File: src/rtl/busca_instrucao.sv
// Instruction fetch stage: program counter, memory read handshake with timeout,
// and instruction register with combinational field decode.
module busca_instrucao #(
  parameter int LARG_CP       = 8,
  parameter int LARG_INSTR    = 16,
  parameter int LIMITE_ESPERA = 15
) (
  input  logic                  clk,
  input  logic                  rst_n,
  input  logic                  EscCP,
  input  logic                  EscCondCP,
  input  logic                  zero,
  input  logic [1:0]            FonteCP,
  input  logic [LARG_INSTR-1:0] ula_saida,
  input  logic                  EscIR,
  output logic                  mem_req,
  output logic [LARG_CP-1:0]    mem_addr,
  input  logic                  mem_ack,
  input  logic [LARG_INSTR-1:0] mem_dado,
  output logic [3:0]            opcode,
  output logic [3:0]            rd,
  output logic [3:0]            rs,
  output logic [3:0]            rt,
  output logic [7:0]            imediato,
  output logic [LARG_CP-1:0]    cp,
  output logic                  ir_valido,
  output logic                  ocupado,
  output logic                  erro_busca
);

  // state  | meaning
  // OCIOSO | no fetch in flight; IR invalid (after reset or timeout)
  // BUSCA  | read request outstanding, waiting for mem_ack
  // PRONTO | IR holds a completed fetch
  typedef enum logic [1:0] {OCIOSO, BUSCA, PRONTO} estado_t;

  localparam int LARG_CNT = $clog2(LIMITE_ESPERA + 1);

  estado_t               estado_q, estado_d;
  logic [LARG_CP-1:0]    cp_q, cp_d;
  logic [LARG_CP-1:0]    mem_addr_q, mem_addr_d;
  logic [LARG_INSTR-1:0] ir_q, ir_d;
  logic [LARG_CNT-1:0]   cnt_q, cnt_d;
  logic                  erro_q, erro_d;
  logic                  esc_cp;
  logic                  unused_ula;

  always_ff @(posedge clk or negedge rst_n) begin
    if (!rst_n) begin
      estado_q   <= OCIOSO;
      cp_q       <= '0;
      mem_addr_q <= '0;
      ir_q       <= '0;
      cnt_q      <= '0;
      erro_q     <= 1'b0;
    end else begin
      estado_q   <= estado_d;
      cp_q       <= cp_d;
      mem_addr_q <= mem_addr_d;
      ir_q       <= ir_d;
      cnt_q      <= cnt_d;
      erro_q     <= erro_d;
    end
  end

  always_comb begin
    estado_d   = estado_q;
    mem_addr_d = mem_addr_q;
    ir_d       = ir_q;
    cnt_d      = cnt_q;
    erro_d     = erro_q;
    case (estado_q)
      OCIOSO, PRONTO: begin
        // the address is the pre-edge cp, so a same-edge PC write hits the next fetch
        if (EscIR) begin
          estado_d   = BUSCA;
          mem_addr_d = cp_q;
          erro_d     = 1'b0;
          cnt_d      = '0;
        end
      end
      BUSCA: begin
        if (mem_ack) begin
          ir_d     = mem_dado;
          estado_d = PRONTO;
        end else begin
          cnt_d = cnt_q + LARG_CNT'(1);
          if (cnt_d == LARG_CNT'(LIMITE_ESPERA)) begin
            erro_d   = 1'b1;
            estado_d = OCIOSO;
          end
        end
      end
      default: estado_d = OCIOSO;
    endcase
  end

  assign esc_cp = EscCP | (EscCondCP & zero);

  always_comb begin
    cp_d = cp_q;
    if (esc_cp) begin
      case (FonteCP)
        2'b00:   cp_d = cp_q + LARG_CP'(1);
        2'b01:   cp_d = ula_saida[LARG_CP-1:0];
        2'b10:   cp_d = LARG_CP'(ir_q[7:0]);
        default: cp_d = cp_q;
      endcase
    end
  end

  assign unused_ula = ^ula_saida[LARG_INSTR-1:LARG_CP];

  assign mem_req    = (estado_q == BUSCA);
  assign ocupado    = (estado_q == BUSCA);
  assign ir_valido  = (estado_q == PRONTO);
  assign erro_busca = erro_q;
  assign mem_addr   = mem_addr_q;
  assign cp         = cp_q;
  assign opcode     = ir_q[15:12];
  assign rd         = ir_q[11:8];
  assign rs         = ir_q[7:4];
  assign rt         = ir_q[3:0];
  assign imediato   = ir_q[7:0];

endmodule
File: config.mk
export PLATFORM = sky130hd
export DESIGN_NAME = busca_instrucao
export DESIGN_NICKNAME = d
export VERILOG_FILES = /design/src/rtl/busca_instrucao.sv
export SDC_FILE = /design/constraint.sdc
export NUM_CORES = 1
export LEC_CHECK = 0
export ABC_CLOCK_PERIOD_IN_PS = 4100
export CAP_MARGIN = 15
export CORE_AREA = 2 2 64 78
export DETAILED_ROUTE_END_ITERATION = 8
export DIE_AREA = 0 0 66 80
export PLACE_DENSITY = 0.84
export SETUP_SLACK_MARGIN = 0.2
export SLEW_MARGIN = 20
export SYNTH_ARGS = -nofsm -noshare
export SYNTH_HDL_FRONTEND = slang
export SYNTH_SLANG_ARGS = --single-unit
File: constraint.sdc
create_clock -name clk -period 4.1 [get_ports clk]
set_clock_uncertainty 0.2 [all_clocks]
set_input_delay 0.82 -clock clk [delete_from_list [all_inputs] [get_ports clk]]
set_output_delay 0.82 -clock clk [all_outputs]
set_load 0.01 [all_outputs]
Word-level counts from Yosys, hierarchy flattened
Cells that the tools add are included.
Widths: inputs -> output; s select.

operators by class
  $add $sub $neg = 2
  equality and inequality tests = 9
  muxes and demuxes = 12
  bitwise gates (word level) = 2
  reduce and logical (&&, ||, !) cells = 11

operators by type and width
  kind                 count
  $pmux 8 s3           1
  $add 8x1->8 const B  1
  $mux 4               2
  $pmux 4 s2           1
  $reduce_and 2->1     4
  $mux 2               3
  $add 4x1->4 const B  1
  $eq 2x1->1 const B   2
  $eq 2x2->1 const B   2
  $eq 4x4->1 const B   1
  $logic_not 2->1      2
  $ne 2x2->1 const B   2
  $pmux 2 s2           1
  $reduce_and 4->1     1
  $mux 1               3
  $ne 3x1->1 const B   1
  $reduce_and 3->1     1
  $reduce_bool 3->1    1
  $ne 2x1->1 const B   1
  $pmux 1 s2           1
  $reduce_bool 2->1    1
  $reduce_or 2->1      1
  $and 1x1->1          1
  $or 1x1->1           1

storage, ports and cells
  flip-flop bits (word level) = 39
  bits of input ports = 41
  logic and storage cells = 42

Depth between registers and ports, before layout
  depth in word-level cells = 5
  gate-level depth with buffers = 7
  depth with buffers taken out = 6

Worst setup path after synthesis
No wires, ideal clock.

  path type = input port to flip-flop
  from = input port FonteCP[0]
  to = register cp_q[4] (netlist: cp[4])
  setup time = 0.123 ns
  data arrival time = 1.763 ns
  data required time = 3.777 ns
  slack = 2.014 ns
  cell stages on the path = 6
  path buffers = 1
  cell sequence = inv_1 > ha_1 > clkbuf_1 > a221o_1 > a21oi_1 > nor3_1

between the ends
  word-level cells in the longest chain between the ends = 3

RTL lines
  element                                   RTL line  text
  from (decl)                               13        input logic [1:0] FonteCP,
  $eq 2x2->1, or another cell as far along  103       case (FonteCP)
  $reduce_bool 3->1 (no source line)        --
  $reduce_and 2->1 (no source line)         --
  to (signal assigned)                      58        cp_q <= cp_d;
  to (decl)                                 40        logic [LARG_CP-1:0] cp_q, cp_d;

Parallel ways exist; a longest one is shown, timed or not.
A chain may end at the register's enable or synchronous reset.

Worst setup path after layout
  from = register estado_q[1]
  to = output port ir_valido

between the ends
  word-level cells in the longest chain between the ends = 1

RTL lines
  element                 RTL line  text
  from (decl)             39        estado_t estado_q, estado_d;
  from (signal assigned)  57        estado_q <= estado_d;
  $eq 2x2->1              116       assign ir_valido = (estado_q == PRONTO);
  to (decl)               26        output logic ir_valido,

Every way passes these cells.

==> flow_summary.yaml <==
run_status:
  outcome: "complete, no violations"
grt:
  grt_pass1_vias: 1452
  grt_overflow: 0
  grt_pass1_wl_um: 6780
  grt_max_degree: 40
  antenna_found_initial: 0
  grt_usage_pct: 16.7
sta:
  finalCriticalPeriod_ps: 2600
  fmax_mhz: 385
  finalWorstSetupSlack_ps: 1500
  tns_ps: 0
  drv_slew: 0
  min_period_over_period_pct: 63.3
  relSlewSlack_pct: 42.6
  rsz0062_at_grt: "false"
  setup_violations: 0
  worst_pin_slew_ps: 861
  hold_viol_final: 0
  hold_ws_ps: 296
logic_synthesis:
  synth_nets: 220
  synth_compound_area_share_pct: 13.2
  synth_edf_count: 0
  yosys.area_share.simple_pct: 12.7
  synthMuxAreaShare_pct: 13.7
  synth_xor_area_share_pct: 0.443
  yosys_warnings: 0
  synth_cells: 173
  synth.distinct_cells: 38
  ys.flop_type: "dfrtp_1"
  synthAdderAreaFrac_pct: 3.80
  async_flop_share_pct: 100
  ys_ff_latch: 39
  synthesis.area_um2: 1980
  ys_seq_area_share_pct: 49.3
  synth_top_family_by_area: "multiplexers"
  synth_area_per_cell_um2: 11.4
place:
  dp_slack_ps: 1320
  place.gp.congestion: 0.783
  hpwl_um: 3090
  dpl_cell_area_um2: 2690
  port-buffer-count: 76
layout:
  diodes: 0
  post-route-util_pct: 61.5
  multi_input_area_um2: 866
  nNetsFinal: 286
  areaGrowthSynthToFinish_pct: 40.8
  design_area_um2: 2790
  layout-drive-gt1-share_pct: 16.7
  seq_area_um2: 976
  fillers: 385
detailed_routing:
  dr_total_vias: 1544
  wl_per_cell_um: 13.8
  drt_iter0_markers: 37
  routed_wl_um: 4120
  firstDrtPassIters: 4
  postRouteAntennaNets: 0
  drt_drc_violations_left: 0
  via_per_inst: 5.18
worst_setup_path:
  crit_path_max_incr_delay_ps: 540
  r2r-end: "cp[6]$_DFFE_PN0P_"
  crit_path_cell_trace: "or2b_1, inv_1, clkdlybuf4s50_1"
  cp_top_family: "buffers and inverters"
  crit_buf_inv: 2
  crit_path_max_fanout: 4
  cp-start-kind: "flip-flop"
  critPathCaptureType: "output pin"
  rrSetupSlack_ps: 2420
  critPathKind: "reg2out"
  cp.required_ps: 3080
  cp_slowest_cell: "clkdlybuf4s50_1"
  r2r_cells: 5
  arrival_ps: 1580
  rr_startpoint: "cp[0]$_DFFE_PN0P_"
floorplanning:
  die_x_um: 66
  die_area_um2: 5280
  num_rows: 27
  pin_count: 85
  core_area_um2: 4530
  start_util_pct: 43.7
  die_h_um: 80
clock_tree:
  root_buffer: "clkbuf_8"
  cts_tree: "done"
  clockBufferDepth: 2
  post_cts_resized: 0
  ctsHoldBuffers: 0
  post_cts_buffers: 0
  clock-sinks: 39
  numCtsBuffers: 5
  clkLatencyLatePin_ps: 290
  clk_pin_slew_worst_paths_ps: 80
  cts_htree_levels: 2
min_path:
  hold_start: "erro_busca$_DFFE_PN0P_"
  hp-class: "reg2reg"
  min_delay_path_depth: 1
  hold_end: "erro_busca$_DFFE_PN0P_"
power:
  p_per_area_nw_per_um2: 598
  ir_worst_vdd_uv: 322
  leakage_nw: 1.18
job:
  drv_cap: 0
==> where the power goes <==
group / switching [mW] / internal, mW
Clock: 0.127 / 0.153
Sequential: 0.133 / 0.528
Combinational: 0.265 / 0.460
==> Yosys cell counts (3+ instances only) <==
library cell / count / area share [%]
a21oi_1: 6 / 1.5
o21a_1: 3 / 1.1
nor2_1: 7 / 1.3
mux2_2: 24 / 14
nand3_1: 9 / 2.3
o21ai_0: 13 / 3.3
dfrtp_1: 39 / 49
nor3b_1: 3 / 1.1
buf_6: 3 / 1.7
ha_1: 6 / 3.8
nor3_1: 3 / 0.76
clkbuf_1: 4 / 0.76
a221oi_1: 3 / 1.3
a22oi_1: 5 / 1.9
inv_1: 4 / 0.76
buf_4: 9 / 3.4
nand2_1: 6 / 1.1
==> final cells by class <==
type | instances | area share [%]
Timing Repair Buffer | 76 | 27.1
Tap cell | 58 | 2.61
Inverter | 4 | 0.539
Multi-Input combinational cell | 113 | 31.1
Sequential cell | 39 | 35.0
Clock buffer | 8 | 3.59
==> layer usage <==
layer	GRT usage (%)	wire length, um	vias to the layer above
met5	0	0	-
met2	27.8	2070	55
met1	20.7	1740	740
met3	3.95	231	9
li1	-	-	740
met4	6.53	78	0
==> through the flow <==
stage / instances / power, mW
2_1_floorplan: 173 / 1.01
6_report: 298 / 1.67
4_1_cts: 298 / 1.68
5_1_grt: 298 / 1.77
3_5_place_dp: 290 / 1.40
3_3_place_gp: 290 / 1.38
==> registers in the layout (all words and copies together), names as in the netlist <==
| signal | cells |
|---|---|
| cnt_q | 4 |
| cp | 8 |
| erro_busca | 1 |
| estado_q | 2 |
| ir_q | 16 |
| mem_addr | 8 |
==> how the worst max path moves through the flow <==
| stage | slack (ps) | to | depth (start not counted) | start |
|---|---|---|---|---|
| after floorplan | 2010 | cp[4]$_DFFE_PN0P_ | 6 | FonteCP[0] |
| after global placement | 1330 | cp[0]$_DFFE_PN0P_ | 6 | FonteCP[0] |
| after detailed placement | 1320 | cp[4]$_DFFE_PN0P_ | 6 | FonteCP[0] |
| after CTS | 1510 | ir_valido | 3 | estado_q[1]$_DFFE_PN0P_ |
| after global routing | 1440 | ir_valido | 3 | estado_q[1]$_DFFE_PN0P_ |
| final | 1500 | ir_valido | 3 | estado_q[1]$_DFFE_PN0P_ |
==> cells in the final DEF (no fill, tap or decap), types with 3 or more instances in the layout <==
cell type / synthesis / routed
clkdlybuf4s50_1: 0 / 75
dfrtp_1: 39 / 39
mux2_2: 24 / 24
o21ai_0: 13 / 13
nand3_1: 9 / 9
nor2_1: 7 / 7
clkbuf_8: 0 / 7
nand2_1: 6 / 6
a21oi_1: 6 / 6
ha_1: 6 / 6
a22oi_1: 5 / 5
inv_1: 4 / 4
nor3b_1: 3 / 3
o21a_1: 3 / 3
nor3_1: 3 / 3
a221oi_1: 3 / 3
==> logic make-up after synthesis <==
logic type,Yosys count
flip-flops,39
XOR/XNOR,1
AO/OA/AOI/OAI,40
adder cells (fa/ha/maj),6
multiplexers,24
buffers and inverters,21
AND/OR/NAND/NOR,42
==> worst reg2reg max path, delay by kind of cell, from the launching register on <==
family	cells	cell delay [ps]
AO/OA/AOI/OAI	2	410
adder cells (fa/ha/maj)	1	210
AND/OR/NAND/NOR	2	320
flip-flops	1	440
No activity file was read; power rests on OpenSTA's default activity.
